File: src/rtl/sipo_pkg.sv
// Shared types for the framed serial receiver: FSM states, error pulse bundle,
// and the bit-counter width helper.
package sipo_pkg;

    typedef enum logic [1:0] {
        IDLE   = 2'd0,
        DATA   = 2'd1,
        PARITY = 2'd2,
        STOP   = 2'd3
    } rx_state_t;

    typedef struct packed {
        logic parity_err;
        logic frame_err;
        logic overrun;
    } rx_err_t;

    // Counter must index 0..WIDTH-1; never narrower than one bit.
    function automatic int cnt_w(input int width);
        int w;
        w = $clog2(width);
        return (w < 1) ? 1 : w;
    endfunction

endpackage

File: src/rtl/sipo_rx_ctrl_if.sv
// Serial-in strobe plus one-entry parallel valid/ready output of the receiver.
// master = bit-timing front end / consumer side, slave = receiver.
interface sipo_rx_ctrl_if #(
    parameter int WIDTH = 4
);
    logic             sdi;
    logic             sin_valid;
    logic [WIDTH-1:0] dout;
    logic             dout_valid;
    logic             dout_ready;
    logic             busy;
    logic             parity_err;
    logic             frame_err;
    logic             overrun;

    modport master (
        output sdi, sin_valid, dout_ready,
        input  dout, dout_valid, busy, parity_err, frame_err, overrun
    );

    modport slave (
        input  sdi, sin_valid, dout_ready,
        output dout, dout_valid, busy, parity_err, frame_err, overrun
    );
endinterface

File: src/rtl/sipo_shift_core.sv
// WIDTH-bit serial-in/parallel-out shifter, new bits enter at the LSB.
// One-cycle update; clear has priority over shift; no backpressure.
module sipo_shift_core #(
    parameter int WIDTH = 4
) (
    input  logic             clk,
    input  logic             reset_n,
    input  logic             clr,
    input  logic             shift_en,
    input  logic             sdi,
    output logic [WIDTH-1:0] q
);

    logic [WIDTH-1:0] shreg_q, shreg_d;

    always_comb begin
        shreg_d = shreg_q;
        if (clr) begin
            shreg_d = '0;
        end else if (shift_en) begin
            shreg_d = {shreg_q[WIDTH-2:0], sdi};
        end
    end

    always_ff @(posedge clk or negedge reset_n) begin
        if (!reset_n) begin
            shreg_q <= '0;
        end else begin
            shreg_q <= shreg_d;
        end
    end

    assign q = shreg_q;

endmodule

File: src/rtl/sipo_rx_ctrl.sv
// Framed serial receiver: start bit, WIDTH data bits MSB-first, optional even parity, stop bit.
// Word visible the cycle after the stop strobe; a full, unaccepted buffer drops the new word.
module sipo_rx_ctrl
    import sipo_pkg::*;
#(
    parameter int WIDTH     = 4,
    parameter bit PARITY_EN = 1'b1
) (
    input logic           clk,
    input logic           reset_n,
    sipo_rx_ctrl_if.slave rx
);

    localparam int                 CNT_W    = cnt_w(WIDTH);
    localparam logic [CNT_W-1:0]   LAST_BIT = CNT_W'(WIDTH - 1);

    rx_state_t         state_q, state_d;
    logic [CNT_W-1:0]  bit_cnt_q, bit_cnt_d;
    logic              par_q, par_d;
    logic              perr_q, perr_d;
    logic [WIDTH-1:0]  dout_q, dout_d;
    logic              dout_valid_q, dout_valid_d;
    rx_err_t           err_q, err_d;

    logic [WIDTH-1:0]  shreg;
    logic              start_det;
    logic              shift_en;
    logic              load;
    logic              accept;

    assign accept = dout_valid_q & rx.dout_ready;

    sipo_shift_core #(
        .WIDTH (WIDTH)
    ) u_shift (
        .clk      (clk),
        .reset_n  (reset_n),
        .clr      (start_det),
        .shift_en (shift_en),
        .sdi      (rx.sdi),
        .q        (shreg)
    );

    always_comb begin
        state_d   = state_q;
        bit_cnt_d = bit_cnt_q;
        par_d     = par_q;
        perr_d    = perr_q;
        start_det = 1'b0;
        shift_en  = 1'b0;
        load      = 1'b0;
        err_d     = '0;
        if (rx.sin_valid) begin
            case (state_q)
                IDLE: begin
                    if (!rx.sdi) begin
                        state_d   = DATA;
                        bit_cnt_d = '0;
                        par_d     = 1'b0;
                        perr_d    = 1'b0;
                        start_det = 1'b1;
                    end
                end
                DATA: begin
                    shift_en  = 1'b1;
                    par_d     = par_q ^ rx.sdi;
                    bit_cnt_d = bit_cnt_q + 1'b1;
                    if (bit_cnt_q == LAST_BIT) begin
                        state_d = PARITY_EN ? PARITY : STOP;
                    end
                end
                PARITY: begin
                    // Data ones plus parity bit must be even.
                    perr_d  = par_q ^ rx.sdi;
                    state_d = STOP;
                end
                STOP: begin
                    state_d = IDLE;
                    if (!rx.sdi) begin
                        err_d.frame_err  = 1'b1;
                        err_d.parity_err = perr_q;
                    end else if (perr_q) begin
                        err_d.parity_err = 1'b1;
                    end else if (!dout_valid_q || rx.dout_ready) begin
                        load = 1'b1;
                    end else begin
                        err_d.overrun = 1'b1;
                    end
                end
                default: state_d = IDLE;
            endcase
        end
    end

    // A load in the same cycle as an accept wins, keeping valid high.
    always_comb begin
        dout_d       = dout_q;
        dout_valid_d = dout_valid_q;
        if (load) begin
            dout_d       = shreg;
            dout_valid_d = 1'b1;
        end else if (accept) begin
            dout_valid_d = 1'b0;
        end
    end

    always_ff @(posedge clk or negedge reset_n) begin
        if (!reset_n) begin
            state_q      <= IDLE;
            bit_cnt_q    <= '0;
            par_q        <= 1'b0;
            perr_q       <= 1'b0;
            dout_q       <= '0;
            dout_valid_q <= 1'b0;
            err_q        <= '0;
        end else begin
            state_q      <= state_d;
            bit_cnt_q    <= bit_cnt_d;
            par_q        <= par_d;
            perr_q       <= perr_d;
            dout_q       <= dout_d;
            dout_valid_q <= dout_valid_d;
            err_q        <= err_d;
        end
    end

    assign rx.dout       = dout_q;
    assign rx.dout_valid = dout_valid_q;
    assign rx.busy       = (state_q != IDLE);
    assign rx.parity_err = err_q.parity_err;
    assign rx.frame_err  = err_q.frame_err;
    assign rx.overrun    = err_q.overrun;

endmodule

File: src/flat_wrapper.sv
// flat-port wrapper written by rule: the top's interface ports become plain ports
module sipo_rx_ctrl_flat import sipo_pkg::*;
#(
    parameter int WIDTH     = 4,
    parameter bit PARITY_EN = 1'b1
)
  (clk, reset_n, rx_sdi, rx_sin_valid, rx_dout_ready, rx_dout, rx_dout_valid, rx_busy, rx_parity_err, rx_frame_err, rx_overrun);
  sipo_rx_ctrl_if #(.WIDTH(WIDTH)) rx_i ();
  input logic clk;
  input logic reset_n;
  input wire logic [$bits(rx_i.sdi)-1:0] rx_sdi;
  input wire logic [$bits(rx_i.sin_valid)-1:0] rx_sin_valid;
  input wire logic [$bits(rx_i.dout_ready)-1:0] rx_dout_ready;
  output wire logic [$bits(rx_i.dout)-1:0] rx_dout;
  output wire logic [$bits(rx_i.dout_valid)-1:0] rx_dout_valid;
  output wire logic [$bits(rx_i.busy)-1:0] rx_busy;
  output wire logic [$bits(rx_i.parity_err)-1:0] rx_parity_err;
  output wire logic [$bits(rx_i.frame_err)-1:0] rx_frame_err;
  output wire logic [$bits(rx_i.overrun)-1:0] rx_overrun;
  assign rx_i.sdi = rx_sdi;
  assign rx_i.sin_valid = rx_sin_valid;
  assign rx_i.dout_ready = rx_dout_ready;
  assign rx_dout = rx_i.dout;
  assign rx_dout_valid = rx_i.dout_valid;
  assign rx_busy = rx_i.busy;
  assign rx_parity_err = rx_i.parity_err;
  assign rx_frame_err = rx_i.frame_err;
  assign rx_overrun = rx_i.overrun;
  sipo_rx_ctrl #(.WIDTH(WIDTH), .PARITY_EN(PARITY_EN)) u_core (.clk(clk), .reset_n(reset_n), .rx(rx_i));
endmodule
File: config.mk
export PLATFORM = sky130hd
export DESIGN_NAME = sipo_rx_ctrl_flat
export DESIGN_NICKNAME = d
export VERILOG_FILES = /design/src/rtl/sipo_pkg.sv /design/src/rtl/sipo_rx_ctrl_if.sv /design/src/rtl/sipo_shift_core.sv /design/src/rtl/sipo_rx_ctrl.sv /design/src/flat_wrapper.sv
export SDC_FILE = /design/constraint.sdc
export NUM_CORES = 1
export LEC_CHECK = 0
export ABC_AREA = 1
export CORE_UTILIZATION = 50
export CTS_CLUSTER_SIZE = 40
export DETAILED_ROUTE_END_ITERATION = 10
export PLACE_DENSITY = 0.79
export SLEW_MARGIN = 0
export SYNTH_ARGS = -nofsm -noshare
export SYNTH_HDL_FRONTEND = slang
export SYNTH_HIERARCHICAL = 1
export SYNTH_SLANG_ARGS = --single-unit
File: constraint.sdc
create_clock -name clk -period 1.4 [get_ports clk]
set_input_delay 0.21 -clock clk [delete_from_list [all_inputs] [get_ports clk]]
set_output_delay 0.21 -clock clk [all_outputs]
set_load 0.05 [all_outputs]
After elaboration in Yosys (flattened, before gate mapping)
Cells that the tools add are included.
{ "word_totals": {"register_bits": 18, "latchBits": 0, "elab_cells": 59, "mem_bits_rw": 0, "mem_bits_ro": 0, "memories": 0} }
{ "op_classes": {"shift": 0, "bitwise_logic": 2, "order_cmp": 0, "n_reduce_logical": 11, "eq_ne": 6, "div_mod_pow": 0, "multipliers": 0, "mux": 29, "add_sub_neg": 1} }
{ "op_table": {"columns": ["op", "n"], "rows": [
  ["two-way mux 1 bit", 18],
  ["nonzero test 2 bit", 5],
  ["AND reduction 3 bit", 3],
  ["two-way mux 4 bit", 2],
  ["case mux 2 bit (4 select lines)", 1],
  ["equality test 2 bit, second input constant", 3],
  ["two-way mux 2 bit", 3],
  ["two-way mux 3 bit", 2],
  ["case mux 1 bit (2 select lines)", 2],
  ["case mux 2 bit (2 select lines)", 1],
  ["adder 2 x 1 -> 2 bit, second input constant", 1],
  ["equality test 2 x 1 -> 1 bit, second input constant", 1],
  ["zero test 2 bit", 1],
  ["inequality test 2 x 1 -> 1 bit, second input constant", 1],
  ["inequality test 2 bit, second input constant", 1],
  ["AND 1 bit", 1],
  ["zero test 1 bit", 1],
  ["logical OR 1 bit", 1],
  ["bitwise XOR 1 bit", 1]
]} }

Logic depth before layout (Yosys ltp)
{ "depth": {"word_depth": 8, "depth_mapped": 7, "ltp_nobuf": 7} }

Modules after synthesis
The synthesis kept the hierarchy.
{ "by_module_without_submodules": {"columns": ["mod", "area_each_um2", "cells_each", "n_inst"], "rows": [
  ["sipo_rx_ctrl", 745.7, 87, 1],
  ["sipo_shift_core", 160.2, 18, 1]
]} }

Worst setup path before layout
No wires, ideal clock.
{ "synth_timing": {"path_kind": "register -> register", "startpoint": "register u_core.state_q[0]", "endpoint": "register u_core.par_q", "n_path_buf": 0, "t_arrival_ps": 1176, "path_stages_with_launch": 8, "synth_period_minus_slack_ps": 1293, "setup_time_ps": 117, "path_slack_ps": 107, "cell_sequence": "dfrtp_1 -> inv_1 -> ha_1 -> inv_2 -> nand2_1 -> nand3_2 -> nand2_1 -> nand2_1"} }
{ "synth_between": {"elab_chain_cells": 3, "elab_cells_between_ends": 6, "classes_between": "2 x eq/ne; 1 x mux; 3 x reduce/logical"} }
{ "synth_lines": {"columns": ["item", "line", "rtl"], "rows": [
  ["from (decl)", "sipo_rx_ctrl.sv:17", "rx_state_t state_q, state_d;"],
  ["from (signal assigned)", "sipo_rx_ctrl.sv:117", "state_q <= state_d;"],
  ["equality test 2 x 1 -> 1 bit / zero test 2 bit (equally long branches)", "sipo_rx_ctrl.sv:54", "case (state_q)"],
  ["nonzero test 2 bit (no source line) / inequality test 2 bit (equally long branches)", null, null],
  ["AND reduction 3 bit (no source line)", null, null],
  ["to (signal assigned)", "sipo_rx_ctrl.sv:119", "par_q <= par_d;"],
  ["to (decl)", "sipo_rx_ctrl.sv:19", "logic par_q, par_d;"]
]} }
Parallel ways exist; a longest one is shown, timed or not.
A chain may end at the register's enable or synchronous reset.

Final worst setup path
{ "layout_timing": {"startpoint": "register u_core.state_q[0]", "endpoint": "output rx_busy"} }
{ "layout_between": {"elab_chain_cells": 1} }
{ "layout_lines": {"columns": ["item", "line", "rtl"], "rows": [
  ["nonzero test 2 bit", "sipo_rx_ctrl.sv:129", "assign rx.busy = (state_q != IDLE);"],
  ["to (decl)", "flat_wrapper.sv:16", "output wire logic [$bits(rx_i.busy)-1:0] rx_busy;"]
]} }
No other way between the ends.

==> flow_summary.toml <==
[route]
drt_pass1_iterations = 4
postRouteWirelength_um = 1820
post_drt_wl_per_cell_um = 12.0
detailedRoute.firstIterationViolations = 24
post-route-drc-count = 0
vias_post_dr = 761
detail_route.vias_per_cell = 5.01
detail-route-antenna-nets = 0

[synth]
synth_top_family_by_area = "simple AND/OR/NAND/NOR gates"
post_synth_mux_area_share = 0
synth.lib_cells_used.distinct = 18
synthDominantCellAreaShare = 0.497
synth_simple_gate_area_share = 0.340
synthDominantAreaCellType = "sky130_fd_sc_hd__dfrtp_1"
synth_compound_area_frac = 0.00967
synth_nets = 115
synth-seq-area-share = 0.497
post_synth_xor_area_fraction = 0.00967
synth_area_per_cell_um2 = 8.63
synth_adder_area_share = 0.0691
yosys_warnings = 6
post_synth_inst_count = 105
synth-seq-cells = 18
synth_area_um2 = 906
synthTopCellsByArea = "sky130_fd_sc_hd__dfrtp_1 (50%), sky130_fd_sc_hd__nand2_1 (16%), sky130_fd_sc_hd__ha_1 (6.9%)"

[clock_network]
clk_root_buffer_cell = "sky130_fd_sc_hd__clkbuf_4"
cts_num_sinks = 18
cts.hold.buffers_added = 0
clock_tree_from_tritoncts = "built"
cts.path.max_buffers = 2
clock_insertion_delay_worst_skew_ps = 280
cts_htree_levels = 1
tritoncts.num_buffers = 3
cts.clk_slew.worst_paths_ps = 90

[global_route]
grt_first_pass_wirelength_um = 2880
gr-total-overflow = 0
maximum_number_of_pins_on_one_net_before_global_route_repair = 19
number_of_global_route_vias_before_repair = 672
antenna_found_initial = 0
track_usage = 0.211

[placed_design]
portBuffers = 13
place_area_um2 = 1180
hpwlAfterDp_um = 1350
post-place-ws_ps = -69.4
dp_cells = 147
globalplace.congestion = 0.825

[sta]
final-max-slew-violation-count = 0
fmax_ghz = 0.746
finalHoldViolCount = 0
transition_time_of_the_tightest_slew_check_pin_ps = 238
min_period_ps = 1340
worst_clock_skew_ps = 1.49
fin_ws_ps = 59.7
finalSetupViolCount = 0
slew_headroom = 0.841
grt_setup_unrepaired = "no"
finalCritPeriodShare = 0.957

[die]
area_enclosed_by_the_die_boundary_um2 = 1990
placementRows = 15
die_y_um = 44.6
die_x_um = 44.6
initial_core_util = 0.530
fp.coreArea_um2 = 1710
top_level_ports = 14

[cells_and_area]
finish.instance_area_um2 = 1240
layoutNonFillerInstCount = 152
final_net_count = 139
post_route_cells_drive_above_1_share = 0.315
postLayoutCoreUtil = 0.727
layout-area-overhead-vs-synth_pct = 37.0
antennaDiodeCount = 0

[setup_path]
regToRegStartpoint = "u_core/state_q[0]"
critical_path_peak_fanout = 3
setup.reg_to_reg.worst_slack_ps = 80
r2r_cells = 7
timing.critical_path.cells = "inv_2, ha_4, inv_2, buf_12"
critical_path.startpoint_type = "flop"
critical_path_required_ps = 1190
crit_top_cell = "sky130_fd_sc_hd__inv_2"
regToRegEndpoint = "u_core/u_shift/q[2]"
critPathSlowestCell = "sky130_fd_sc_hd__dfrtp_1"
cp-end-kind = "output port"
crit_arrival_ps = 1130
path_class = "reg -> out"
critical-path-max-stage-delay_ps = 380

[hold_path]
hold_class = "in -> async"

[pwr]
total_leakage_power_uw = 0.000663
fin_total_pwr_uw = 2310
power-per-cell-area_nw_per_um2 = 1860
peakVddDrop_v = 0.00103

[run]
max_cap_violations = 0

[status]
status = "completed"
worst max-delay path, delay by kind of cell (launching register included):
kind | cells | cell delay, ps
buffers and inverters | 3 | 290
DFF | 1 | 380
adders and majority gates | 1 | 160
cell usage in the layout, fill, tap and decap left out, types with 3 or more instances in the layout:
cell type                         instances
sky130_fd_sc_hd__inv_2                    8
sky130_fd_sc_hd__ha_1                     4
sky130_fd_sc_hd__nor2_1                   3
sky130_fd_sc_hd__inv_1                    5
sky130_fd_sc_hd__clkbuf_4                 3
sky130_fd_sc_hd__nand3_1                 10
sky130_fd_sc_hd__nand2_1                 39
sky130_fd_sc_hd__buf_12                   9
sky130_fd_sc_hd__dfrtp_1                 18
sky130_fd_sc_hd__clkdlybuf4s50_1          4
sky130_fd_sc_hd__buf_4                    8
worst max path at each step:
stage / start / to / slack, ps / cells after the start
after global placement: rx_sin_valid / u_core/u_shift/q[0] / 20 / 6
after CTS: u_core/state_q[1] / rx_busy / 20 / 4
after floorplan: u_core/state_q[0] / u_core/par_q / 110 / 7
after detailed placement: rx_sin_valid / u_core/u_shift/q[2] / -70 / 6
final: u_core/state_q[0] / rx_busy / 60 / 4
after global routing: u_core/state_q[1] / rx_busy / 0.3 / 4
area by class of cell:
class	instances	area (um^2)
fill	115	467
sequential	18	450
multi-input combinational	72	408
timing repair buffer	21	280
inverter	13	48.8
tap	25	31.3
clock buffer	3	22.5
cells in the mapped netlist:
| cell | count |
|---|---|
| sky130_fd_sc_hd__nor3_1 | 1 |
| sky130_fd_sc_hd__xor2_1 | 1 |
| sky130_fd_sc_hd__nand2_1 | 39 |
| sky130_fd_sc_hd__nand3_1 | 10 |
| sky130_fd_sc_hd__inv_2 | 6 |
| sky130_fd_sc_hd__dfrtp_1 | 18 |
| sky130_fd_sc_hd__nand2_2 | 2 |
| sky130_fd_sc_hd__buf_6 | 1 |
| sky130_fd_sc_hd__nand4_1 | 2 |
| sky130_fd_sc_hd__nand2_4 | 2 |
| sky130_fd_sc_hd__nand3_2 | 2 |
| sky130_fd_sc_hd__inv_1 | 7 |
| sky130_fd_sc_hd__buf_4 | 1 |
| sky130_fd_sc_hd__nor2_1 | 4 |
| sky130_fd_sc_hd__a21oi_2 | 1 |
| sky130_fd_sc_hd__nor2_4 | 1 |
| sky130_fd_sc_hd__ha_1 | 5 |
| sky130_fd_sc_hd__nor2_2 | 2 |
power by group:
part	switching, uW	internal, uW
combinational	727	544
sequential	123	669
clock	146	99.9
total	996	1310
kinds of logic after synthesis:
| group | after synthesis |
|---|---|
| flops | 18 |
| fa+ha+maj | 5 |
| simple gates | 65 |
| xor+xnor | 1 |
| buf+inv | 15 |
| compound gates | 1 |
timing repair:
| item | 4_1_cts | 5_1_grt |
|---|---|---|
| pin swaps | 1 | 0 |
| endpoints found under the hold margin | 0 | 0 |
| gates cloned | 0 | 0 |
| setup buffers | 2 | 0 |
| resized for setup | 2 | 4 |
| setup endpoints to repair | 1 | 2 |
per-stage QoR:
step | setup TNS (ps) | hold WS, ps
after floorplan | 0 | -85.6
after global placement | 0 | 461
after detailed placement | -133 | 468
after CTS | 0 | 237
after global routing | 0 | 243
final | 0 | 238
flip-flops by register name, indices dropped and copies added, names as in the netlist:
name	flops
u_core/rx.dout	4
u_core/rx.overrun	1
u_core/u_shift/q	4
u_core/par_q	1
u_core/rx.frame_err	1
u_core/rx.parity_err	1
u_core/rx.dout_valid	1
u_core/bit_cnt_q	2
u_core/perr_q	1
u_core/state_q	2
routing by layer:
metal | track usage | share of wire | vias up
li1 | - | - | 373
met1 | 0.249 | 0.42 | 363
met2 | 0.335 | 0.51 | 21
met3 | 0.0776 | 0.055 | 4
met4 | 0.109 | 0.013 | 0
met5 | 0 | 0 | -
Power figures use the tool's default switching activity.
